[src/rtl/decode_queue.sv]
// decode_queue: RV32I/RV64I decoder feeding a DEPTH-entry queue of decoded instructions.
// Define ID_MEXT_EN to add M-extension decode; the default build treats funct7=0000001 as illegal.
module decode_queue #(
   parameter int unsigned XLEN  = 32,
   parameter int unsigned DEPTH = 2
) (
   input  logic            clk,
   input  logic            reset_n,
   input  logic            flush,
   input  logic            in_valid,
   output logic            in_ready,
   input  logic [31:0]     in_instr,
   input  logic [XLEN-1:0] in_pc,
   output logic            out_valid,
   input  logic            out_ready,
   output logic [XLEN-1:0] out_pc,
   output logic [6:0]      out_opcode,
   output logic [4:0]      out_op,
   output logic [4:0]      out_rs1,
   output logic [4:0]      out_rs2,
   output logic [4:0]      out_rd,
   output logic [XLEN-1:0] out_imm,
   output logic            out_ill
);

   if (XLEN != 32 && XLEN != 64) begin : g_bad_xlen
      $error("decode_queue: XLEN must be 32 or 64");
   end

   localparam bit Is64 = (XLEN == 64);
`ifdef ID_MEXT_EN
   localparam bit MExt = 1'b1;
`else
   localparam bit MExt = 1'b0;
`endif
   localparam int unsigned PW = (DEPTH > 1) ? $clog2(DEPTH) : 1;
   localparam int unsigned CW = $clog2(DEPTH + 1);
   localparam int unsigned EW = 2 * XLEN + 28;

   localparam logic [6:0] OpLui    = 7'b0110111;
   localparam logic [6:0] OpAuipc  = 7'b0010111;
   localparam logic [6:0] OpJal    = 7'b1101111;
   localparam logic [6:0] OpJalr   = 7'b1100111;
   localparam logic [6:0] OpBranch = 7'b1100011;
   localparam logic [6:0] OpLoad   = 7'b0000011;
   localparam logic [6:0] OpStore  = 7'b0100011;
   localparam logic [6:0] OpImm    = 7'b0010011;
   localparam logic [6:0] OpImm32  = 7'b0011011;
   localparam logic [6:0] OpReg    = 7'b0110011;
   localparam logic [6:0] OpReg32  = 7'b0111011;

   logic [6:0]      w_opc;
   logic [6:0]      w_f7;
   logic [2:0]      w_f3;
   logic            w_sh_zero;
   logic            w_sh_sra;
   logic            w_f7_alu;
   logic            w_f3_alt;
   logic [31:0]     w_imm_i;
   logic [31:0]     w_imm_s;
   logic [31:0]     w_imm_b;
   logic [31:0]     w_imm_j;
   logic            w_ill;
   logic            w_m;
   logic            w_alt;
   logic [4:0]      w_rs1;
   logic [4:0]      w_rs2;
   logic [4:0]      w_rd;
   logic [31:0]     w_imm32;
   logic [XLEN-1:0] w_imm;

   assign w_opc = in_instr[6:0];
   assign w_f3  = in_instr[14:12];
   assign w_f7  = in_instr[31:25];
   // RV64 shift amounts are 6 bits wide, so only instr[31:26] are function bits.
   assign w_sh_zero = Is64 ? (in_instr[31:26] == 6'b000000) : (w_f7 == 7'b0000000);
   assign w_sh_sra  = Is64 ? (in_instr[31:26] == 6'b010000) : (w_f7 == 7'b0100000);
   assign w_f7_alu  = (w_f7 == 7'b0000000) || (w_f7 == 7'b0100000);
   assign w_f3_alt  = (w_f3 == 3'b000) || (w_f3 == 3'b101);

   assign w_imm_i = {{20{in_instr[31]}}, in_instr[31:20]};
   assign w_imm_s = {{20{in_instr[31]}}, in_instr[31:25], in_instr[11:7]};
   assign w_imm_b = {{20{in_instr[31]}}, in_instr[7], in_instr[30:25], in_instr[11:8], 1'b0};
   assign w_imm_j = {{12{in_instr[31]}}, in_instr[19:12], in_instr[20], in_instr[30:21], 1'b0};

   always_comb begin
      w_ill   = 1'b0;
      w_m     = 1'b0;
      w_alt   = 1'b0;
      w_rs1   = in_instr[19:15];
      w_rs2   = 5'd0;
      w_rd    = in_instr[11:7];
      w_imm32 = 32'd0;
      case (w_opc)
         OpLui, OpAuipc: begin
            w_rs1   = 5'd0;
            w_imm32 = {in_instr[31:12], 12'h000};
         end
         OpJal: begin
            w_rs1   = 5'd0;
            w_imm32 = w_imm_j;
         end
         OpJalr: begin
            w_imm32 = w_imm_i;
            w_ill   = (w_f3 != 3'b000);
         end
         OpBranch: begin
            w_imm32 = w_imm_b;
            w_rs2   = in_instr[24:20];
            w_rd    = 5'd0;
            w_ill   = (w_f3[2:1] == 2'b01);
         end
         OpLoad: begin
            w_imm32 = w_imm_i;
            w_ill   = Is64 ? (w_f3 == 3'b111) : ((w_f3 == 3'b011) || (w_f3[2:1] == 2'b11));
         end
         OpStore: begin
            w_imm32 = w_imm_s;
            w_rs2   = in_instr[24:20];
            w_rd    = 5'd0;
            w_ill   = Is64 ? (w_f3 > 3'b011) : (w_f3 > 3'b010);
         end
         OpImm: begin
            w_imm32 = w_imm_i;
            if (w_f3 == 3'b101) w_alt = in_instr[30];
            if (w_f3 == 3'b001) w_ill = !w_sh_zero;
            else if (w_f3 == 3'b101) w_ill = !(w_sh_zero || w_sh_sra);
         end
         OpImm32: begin
            w_imm32 = w_imm_i;
            if (w_f3 == 3'b101) w_alt = in_instr[30];
            case (w_f3)
               3'b000:  w_ill = !Is64;
               3'b001:  w_ill = !Is64 || (w_f7 != 7'b0000000);
               3'b101:  w_ill = !Is64 || !w_f7_alu;
               default: w_ill = 1'b1;
            endcase
         end
         OpReg: begin
            w_rs2 = in_instr[24:20];
            if (w_f3_alt) w_alt = in_instr[30];
            if (MExt && w_f7 == 7'b0000001) w_m = 1'b1;
            else if (w_f3_alt) w_ill = !w_f7_alu;
            else w_ill = (w_f7 != 7'b0000000);
         end
         OpReg32: begin
            w_rs2 = in_instr[24:20];
            if (w_f3_alt) w_alt = in_instr[30];
            if (!Is64) w_ill = 1'b1;
            else if (MExt && w_f7 == 7'b0000001 && (w_f3 == 3'b000 || w_f3[2])) w_m = 1'b1;
            else if (w_f3_alt) w_ill = !w_f7_alu;
            else if (w_f3 == 3'b001) w_ill = (w_f7 != 7'b0000000);
            else w_ill = 1'b1;
         end
         default: w_ill = 1'b1;
      endcase
   end

   assign w_imm = XLEN'($signed(w_imm32));

   logic [EW-1:0] r_mem [DEPTH];
   logic [PW-1:0] r_head;
   logic [PW-1:0] r_tail;
   logic [CW-1:0] r_count;
   logic          w_push;
   logic          w_pop;
   logic [EW-1:0] w_head;

   function automatic logic [PW-1:0] next_ptr(input logic [PW-1:0] p);
      return (p == PW'(DEPTH - 1)) ? '0 : p + PW'(1);
   endfunction

   assign in_ready  = (r_count < CW'(DEPTH));
   assign out_valid = (r_count != '0);
   assign w_push    = in_valid && in_ready && !flush;
   assign w_pop     = out_valid && out_ready && !flush;

   always_ff @(posedge clk) begin
      if (!reset_n || flush) begin
         r_head  <= '0;
         r_tail  <= '0;
         r_count <= '0;
      end else begin
         if (w_push) r_tail <= next_ptr(r_tail);
         if (w_pop) r_head <= next_ptr(r_head);
         if (w_push && !w_pop) r_count <= r_count + CW'(1);
         else if (w_pop && !w_push) r_count <= r_count - CW'(1);
      end
   end

   always_ff @(posedge clk) begin
      if (w_push && reset_n) begin
         r_mem[r_tail] <= {in_pc, w_opc, w_m, w_alt, w_f3, w_rs1, w_rs2, w_rd, w_imm, w_ill};
      end
   end

   // Data outputs read as zero whenever the queue is empty.
   assign w_head = out_valid ? r_mem[r_head] : '0;
   assign {out_pc, out_opcode, out_op, out_rs1, out_rs2, out_rd, out_imm, out_ill} = w_head;

endmodule

[config.mk]
export PLATFORM = sky130hd
export DESIGN_NAME = decode_queue
export DESIGN_NICKNAME = d
export VERILOG_FILES = /design/src/rtl/decode_queue.sv
export SDC_FILE = /design/constraint.sdc
export NUM_CORES = 1
export LEC_CHECK = 0
export CAP_MARGIN = 20
export CORE_ASPECT_RATIO = 1.25
export CORE_MARGIN = 2
export CORE_UTILIZATION = 35
export CTS_CLUSTER_SIZE = 10
export DETAILED_ROUTE_END_ITERATION = 7
export SLEW_MARGIN = 10
export SYNTH_ARGS = -nofsm -noshare
export SYNTH_HDL_FRONTEND = slang
export SYNTH_SLANG_ARGS = --single-unit
[constraint.sdc]
create_clock -name clk -period 7.6 [get_ports clk]
set_clock_uncertainty 0.05 [all_clocks]
set_input_delay 1.52 -clock clk [delete_from_list [all_inputs] [get_ports clk]]
set_output_delay 1.52 -clock clk [all_outputs]
set_load 0.01 [all_outputs]
==> results of run 1 <==
per-stage QoR:
step	util [%]	instances	total power, mW	instance area [sq um]
6_report	46.3	981	2.17	10300
2_1_floorplan	-	532	1.25	7820
4_1_cts	46.3	981	2.20	10300
5_1_grt	46.3	981	2.25	10300
3_3_place_gp	43.8	949	1.35	9690
3_5_place_dp	43.8	949	1.36	9690
worst max path at each step:
stage	endpoint	slack, ns	cells after the start	startpoint
2_1_floorplan	r_mem[0][0]	1.23	3	flush
5_1_grt	out_rs2[0]	2.72	4	register
3_5_place_dp	r_mem[0][9]	3.25	6	in_valid
6_report	out_rs2[0]	2.96	4	register
3_3_place_gp	r_mem[0][25]	3.29	6	in_valid
4_1_cts	out_rs2[0]	2.80	4	register
metal layers:
layer	global-route usage (%)	vias to the layer above	routed length, um
met1	17.3	2284	6870
met4	5.06	0	236
met2	26.3	152	8980
li1	-	2258	-
met3	2.96	17	896
met5	0	-	0
kinds of logic after synthesis:
group	count (synthesis)	share of synthesized area (%)
simple gates	166	10.0
mux	91	11.6
fa+ha+maj	1	0.160
buf+inv	36	2.19
flops	187	71.1
xor+xnor	5	0.560
other cells	1	0.0479
compound gates	45	4.25
worst max-delay path, stage by stage, from the launching register on:
cell and delay [ns]:
dfxtp_4 1.06, buf_4 0.60, mux2i_1 0.37, nor2_1 0.07
clkdlybuf4s50_1 0.50
power breakdown:
group	internal, mW	switching, mW
registers	1.15	0.00791
clock network	0.457	0.384
logic	0.0898	0.0875
cells in the final DEF, fill, tap and decap left out, drive strengths merged, types with 2 or more instances in the layout:
master         count
clkbuf            17
o21ai              3
nand3              2
clkinvlp           3
a21o              19
nor3               4
nor2b              9
nor3b              2
nand4b             2
buf                5
inv               10
edfxtp           182
nor2             102
mux2i             91
and2              17
dfxtp              5
clkdlybuf4s50    161
clkinv             5
o21a               2
nand2             11
nand4              2
a21oi             10
xor2               4
and3               3
or4                2
a2111oi            2
a22o               4
nand2b             2
sequential cells by signal, indices dropped and copies added (netlist names), named ones only:
| signal | flops |
|---|---|
| r_head | 1 |
| r_mem | 182 |
| r_tail | 1 |
| r_count | 2 |
layout make-up:
type | instances | share of cell area (%)
clock buffers | 17 | 4.15
clock inverters | 15 | 1.35
inverters | 4 | 0.146
multi-input cells | 309 | 20.5
flip-flops and latches | 187 | 54.3
well taps | 283 | 3.45
repair buffers | 166 | 16.1
==> impl_metrics.env, run 1 <==
export IMPL_setup_slack_ns=2.96
export IMPL_num_antenna_cells=0
export IMPL_rsz0062_at_grt="false"
export IMPL_r2r_start="r_count[1]"
export IMPL_area_delta_synth_final_pct=31.1
export IMPL_die_y_um=171
export IMPL_ys_ff_latch=187
export IMPL_synth_warnings=0
export IMPL_vdd_ir_drop_max_uv=148
export IMPL_startpoint_type="register"
export IMPL_synth_most_common_cell="edfxtp_1"
export IMPL_slew_violations=0
export IMPL_tns_ns=0
export IMPL_drive_gt1_share_pct=7.31
export IMPL_hold_ws_ns=0.455
export IMPL_gp_congestion=0.806
export IMPL_syn_inst=532
export IMPL_io_buffers=161
export IMPL_synth_flop_cell="edfxtp_1"
export IMPL_cts_root_buf="clkbuf_16"
export IMPL_slew_headroom_pct=28.3
export IMPL_wl_mm=17.0
export IMPL_cts_tree="yes"
export IMPL_final_min_clock_period_ns=4.64
export IMPL_first_global_vias=4913
export IMPL_cts_repair_resized=0
export IMPL_ys_types=49
export IMPL_wl_per_cell_um=17.3
export IMPL_postCtsSetupBuffers=0
export IMPL_grt_ovfl_total=0
export IMPL_crit_fanout=62
export IMPL_arrival_ns=3.07
export IMPL_cts_htree_levels=4
export IMPL_synth_top_cell_by_area="edfxtp_1"
export IMPL_antenna_found_initial=0
export IMPL_synth_top_area_share_pct=69.9
export IMPL_cp_data_required_time_ns=6.03
export IMPL_fin_crit_sh_pct=61.1
export IMPL_r2r_end="r_mem[0][37]"
export IMPL_cts_hold_buf=0
export IMPL_synth_edf_count=182
export IMPL_cp_end_kind="primary output"
export IMPL_synth_area_per_cell_sq_um=14.7
export IMPL_path_clk_slew_ns=0.06
export IMPL_finalHoldViolations=0
export IMPL_grt_max_degree=63
export IMPL_worst_slew_pin_slew_ns=1.07
export IMPL_finalSetupViolations=0
export IMPL_grt_pass1_wl_mm=25.8
export IMPL_clock_fmax_mhz=215
export IMPL_final_nets=755
export IMPL_synth_area_leaders="edfxtp_1, mux2i_1, nor2_1, a21o_1, dfxtp_1"
export IMPL_start_util_pct=35.3
export IMPL_clk_path_buf_depth=2
export IMPL_vias=4711
export IMPL_hold_depth=2
export IMPL_rows=61
export IMPL_synth_common_cells="edfxtp_1, nor2_1, mux2i_1"
export IMPL_drv_cap=0
export IMPL_power_leakage_nw=3.33
export IMPL_drc=0
export IMPL_cts_sinks=187
export IMPL_ff2ff_path_depth=5
export IMPL_detail_route_antenna_nets=0
export IMPL_cts_buffers=17
export IMPL_pre_cts_ws_ns=3.25
export IMPL_hpwlAfterDp_mm=11.4
export IMPL_area_sequential_sq_um=5570
export IMPL_die_width_um=138
export IMPL_min_delay_start="r_head"
export IMPL_path_class="reg -> out"
export IMPL_drtPass1Iterations=4
export IMPL_n_fill_cell=1949
export IMPL_status="finished, final reports clean"
export IMPL_r2r_slack_ns=4.88
export IMPL_p_per_area_nw_per_um2=212
export IMPL_dieArea_sq_um=23600
export IMPL_min_path_type="reg -> reg"
export IMPL_synth_async_sr_flop_share_pct=0
export IMPL_viasPerCell=4.80
export IMPL_synth_seq_area_share_pct=71.1
export IMPL_hold_path_end="r_head"
export IMPL_grt_usage_pct=14.6
export IMPL_drtIter0Drc=220
export IMPL_multi_input_area_sq_um=2110
export IMPL_design_core_area_sq_um=22100
export IMPL_worstSkewPairLatency_ns=0.42
export IMPL_synth_fp_nets=602
export IMPL_syn_area_sq_um=7820
export IMPL_io_pins=163
Note: power is estimated with default switching activity, not from simulation.
==> run 2: changes to the inputs <==
==> constraint.sdc (replaced) <==
create_clock -name clk -period 4.6 [get_ports clk]
set_clock_uncertainty 0.05 [all_clocks]
set_input_delay 0.92 -clock clk [delete_from_list [all_inputs] [get_ports clk]]
set_output_delay 0.92 -clock clk [all_outputs]
set_load 0.01 [all_outputs]
==> impl_metrics.env, run 2 (synthesis results as in run 1) <==
export IMPL_status="finished, final reports clean"
export IMPL_min_path_type="reg -> reg"
export IMPL_drc=0
export IMPL_grt_ovfl_total=0
export IMPL_r2r_end="r_count[1]"
export IMPL_dieArea_sq_um=23600
export IMPL_cts_tree="yes"
export IMPL_start_util_pct=35.3
export IMPL_area_delta_synth_final_pct=32.5
export IMPL_wl_per_cell_um=17.7
export IMPL_grt_max_degree=62
export IMPL_mostFrequentLayoutCells="edfxtp_1, clkdlybuf4s50_1, nor2_1, mux2i_1, a21o_1"
export IMPL_power_leakage_nw=3.38
export IMPL_io_pins=163
export IMPL_grt_usage_pct=14.8
export IMPL_layout_commonest_cell="edfxtp_1"
export IMPL_clock_fmax_mhz=283
export IMPL_min_delay_start="r_head"
export IMPL_pre_cts_ws_ns=1.19
export IMPL_hpwlAfterDp_mm=11.8
export IMPL_drv_cap=0
export IMPL_path_class="reg -> out"
export IMPL_antenna_found_initial=0
export IMPL_cts_sinks=187
export IMPL_finalSetupViolations=0
export IMPL_cts_buffers=17
export IMPL_design_core_area_sq_um=22100
export IMPL_finalHoldViolations=0
export IMPL_clk_path_buf_depth=2
export IMPL_slew_headroom_pct=42.6
export IMPL_r2r_start="r_count[1]"
export IMPL_arrival_ns=2.56
export IMPL_grt_pass1_wl_mm=26.0
export IMPL_wl_mm=17.4
export IMPL_top_register="r_mem"
export IMPL_postCtsSetupBuffers=0
export IMPL_cp_end_kind="primary output"
export IMPL_hold_depth=2
export IMPL_vdd_ir_drop_max_uv=228
export IMPL_rsz0062_at_grt="false"
export IMPL_p_per_area_nw_per_um2=353
export IMPL_drtPass1Iterations=5
export IMPL_largestRegisters="r_mem: 182 flops, r_count: 2 flops"
export IMPL_io_buffers=161
export IMPL_vias=4783
export IMPL_cts_hold_buf=0
export IMPL_drive_gt1_share_pct=7.82
export IMPL_cts_htree_levels=4
export IMPL_setup_slack_ns=1.07
export IMPL_worst_slew_pin_slew_ns=0.857
export IMPL_cts_repair_resized=0
export IMPL_r2r_slack_ns=1.97
export IMPL_ff2ff_path_depth=8
export IMPL_tns_ns=0
export IMPL_cp_data_required_time_ns=3.63
export IMPL_die_y_um=171
export IMPL_final_util_pct=46.8
export IMPL_cts_root_buf="clkbuf_16"
export IMPL_worstSkewPairLatency_ns=0.42
export IMPL_slew_violations=0
export IMPL_rows=61
export IMPL_final_nets=760
export IMPL_gp_congestion=0.857
export IMPL_final_min_clock_period_ns=3.53
export IMPL_fin_crit_sh_pct=76.7
export IMPL_detail_route_antenna_nets=0
export IMPL_largest_reg_flops=182
export IMPL_num_antenna_cells=0
export IMPL_viasPerCell=4.85
export IMPL_crit_fanout=39
export IMPL_drtIter0Drc=255
export IMPL_startpoint_type="register"
export IMPL_first_global_vias=4901
export IMPL_path_clk_slew_ns=0.07
export IMPL_die_width_um=138
[run 2: changes by cell type in the layout (fill, tap and decap cells not counted), sizes merged]
cell / delta
clkinv: -2
clkbuf: +1
buf: +5
bufinv: +1
inv: +1
clkinvlp: -1
[run 2: metrics by stage]
stage               total power [mW]  instances  hold WS (ns)  instance area [sq um]
CTS                             3.71        986         0.486                  10400
detailed placement              2.25        954         0.465                   9780
global route                    3.80        986         0.538                  10400
global placement                2.24        954         0.443                   9780
finish                          3.66        986         0.487                  10400
floorplan                       2.07        532         0.422                   7830
[run 2: report_power, final]
part	internal [mW]	switching, mW
combinational	0.153	0.150
sequential	1.89	0.0109
clock	0.814	0.644
total	2.86	0.805
[run 2: routing by layer]
| metal | track usage [%] | wire [um] | up-vias |
|---|---|---|---|
| met1 | 17.7 | 7190 | 2329 |
| met5 | 0 | 0 | - |
| met2 | 26.0 | 8970 | 167 |
| li1 | - | - | 2269 |
| met4 | 5.59 | 296 | 0 |
| met3 | 3.35 | 970 | 18 |
[run 2: how the worst max path moves through the flow]
stage	to	slack (ns)	startpoint	depth (start not counted)
final	out_rs2[0]	1.07	register	4
after global routing	out_imm[31]	0.92	r_count[1]	4
after CTS	out_rs2[0]	0.99	register	4
after detailed placement	r_mem[1][16]	1.19	in_valid	4
after global placement	r_mem[1][16]	1.29	in_valid	4
after floorplan	r_mem[0][0]	0.35	flush	3
[run 2: cell type report]
class                   instances  area [sq um]
clock buffers                  18           429
clock inverters                14           155
fillers                      1957         11800
inverters                       4          15.0
multi-input cells             309          2110
flip-flops and latches        187          5570
well taps                     283           354
repair buffers                171          1740
[run 2: critical path: stages (launching register included)]
cell and delay, ns:
dfxtp_4 0.80, buf_4 0.39, mux2i_1 0.11, nor2_1 0.20, clkdlybuf4s50_1 0.59
==> run 3: changes to the inputs <==
==> constraint.sdc (replaced) <==
create_clock -name clk -period 3.2 [get_ports clk]
set_clock_uncertainty 0.05 [all_clocks]
set_input_delay 0.64 -clock clk [delete_from_list [all_inputs] [get_ports clk]]
set_output_delay 0.64 -clock clk [all_outputs]
set_load 0.01 [all_outputs]
==> impl_metrics.env, run 3 (synthesis results as in run 1) <==
export IMPL_drv_cap=0
export IMPL_wl_per_cell_um=18.0
export IMPL_largest_reg_flops=182
export IMPL_grt_pass1_wl_mm=26.8
export IMPL_die_y_um=171
export IMPL_drtPass1Iterations=4
export IMPL_top_register="r_mem"
export IMPL_grt_usage_pct=15.3
export IMPL_die_width_um=138
export IMPL_path_class="reg -> out"
export IMPL_crit_fanout=29
export IMPL_area_delta_synth_final_pct=33.6
export IMPL_antenna_found_initial=0
export IMPL_crit_path_top_delay_cell="dfxtp_4"
export IMPL_power_leakage_nw=3.43
export IMPL_num_antenna_cells=0
export IMPL_arrival_ns=2.27
export IMPL_hpwlAfterDp_mm=12.2
export IMPL_top_layer="met4"
export IMPL_mostFrequentLayoutCells="edfxtp_1, clkdlybuf4s50_1, nor2_1, mux2i_1, a21o_1"
export IMPL_io_buffers=161
export IMPL_critical_path_max_stage_delay_ns=0.65
export IMPL_tns_ns=0
export IMPL_status="finished, final reports clean"
export IMPL_drtIter0Drc=243
export IMPL_grt_max_degree=60
export IMPL_worstSkewPairLatency_ns=0.42
export IMPL_cp_data_required_time_ns=2.51
export IMPL_design_core_area_sq_um=22100
export IMPL_vias=4824
export IMPL_crit_chain="buf_12 > mux2i_1 > nor2_1 > clkdlybuf4s50_1"
export IMPL_layout_commonest_cell="edfxtp_1"
export IMPL_cts_buffers=17
export IMPL_drc=0
export IMPL_path_clk_slew_ns=0.07
export IMPL_rows=61
export IMPL_cts_repair_resized=0
export IMPL_area_sequential_sq_um=5570
export IMPL_slew_headroom_pct=59.6
export IMPL_met2_length_mm=9.21
export IMPL_finalHoldViolations=0
export IMPL_io_pins=163
export IMPL_drive_gt1_share_pct=9.14
export IMPL_wl_mm=17.9
export IMPL_finalSetupViolations=0
export IMPL_largestRegisters="r_mem: 182 flops, r_count: 2 flops"
export IMPL_startpoint_type="register"
export IMPL_cts_root_buf="clkbuf_16"
export IMPL_first_global_vias=4941
export IMPL_final_nets=768
export IMPL_gp_congestion=0.838
export IMPL_cts_sinks=187
export IMPL_ff2ff_path_depth=4
export IMPL_detail_route_antenna_nets=0
export IMPL_hold_depth=2
export IMPL_min_path_type="reg -> reg"
export IMPL_dr_wl_met3_um=831
export IMPL_clock_fmax_mhz=338
export IMPL_cts_hold_buf=0
export IMPL_final_min_clock_period_ns=2.96
export IMPL_slew_violations=0
export IMPL_worst_slew_pin_slew_ns=0.605
export IMPL_cp_end_kind="primary output"
export IMPL_start_util_pct=35.3
export IMPL_n_fill_cell=1956
export IMPL_wirelength_met1_mm=7.56
export IMPL_p_per_area_nw_per_um2=505
export IMPL_clk_path_buf_depth=2
export IMPL_dieArea_sq_um=23600
export IMPL_vdd_ir_drop_max_uv=347
export IMPL_grt_ovfl_total=0
export IMPL_fin_crit_sh_pct=92.4
export IMPL_viasPerCell=4.85
export IMPL_hold_ws_ns=0.481
export IMPL_multi_input_area_sq_um=2110
export IMPL_cts_htree_levels=4
export IMPL_postCtsSetupBuffers=0
export IMPL_rsz0062_at_grt="false"
export IMPL_cts_tree="yes"
[run 3: worst max-delay path: cells and delay by family (launching register included)]
kind	cells	cell delay (ns)
buffers and inverters	2	0.85
DFF	1	0.65
and+or+nand+nor	1	0.18
muxes	1	0.11
[run 3: final cells by class]
class                      count  area share, %
multi-input combinational    309           20.2
tap                          283           3.39
clock buffer                  17           4.07
sequential                   187           53.3
clock inverter                15           1.69
inverter                       4          0.144
timing repair buffer         179           17.3
[run 3: power by group]
group          internal, mW  switching [mW]
Sequential             2.72          0.0138
Combinational         0.223           0.218
Clock                  1.12           0.987
Total                  4.06            1.22
[run 3: layer usage]
metal	vias to the layer above	track usage [%]
met5	-	0
met4	0	5.68
met3	19	3.35
met2	159	26.5
met1	2358	18.6
li1	2288	-
[run 3: path summary, 6_finish.rpt]
check,from,end,slack (ns)
setup / recovery,register,out_imm[22],0.24
hold / removal,r_head,r_head,0.48
setup reg to reg,r_count[1],r_mem[0][83],1.13
hold reg to reg,r_head,r_head,0.48
[run 3: stage by stage]
stage               cell area [sq um]  setup slack, ns  util, %  std cells  power (mW)
CTS                             10500            0.149     47.2        994        5.35
floorplan                        7830            0.217        -        532        2.98
global route                    10500           0.0333     47.2        994        5.49
global placement                 9850            0.417     44.5        962        3.22
detailed placement               9850            0.368     44.5        962        3.24
finish                          10500            0.244     47.2        994        5.28
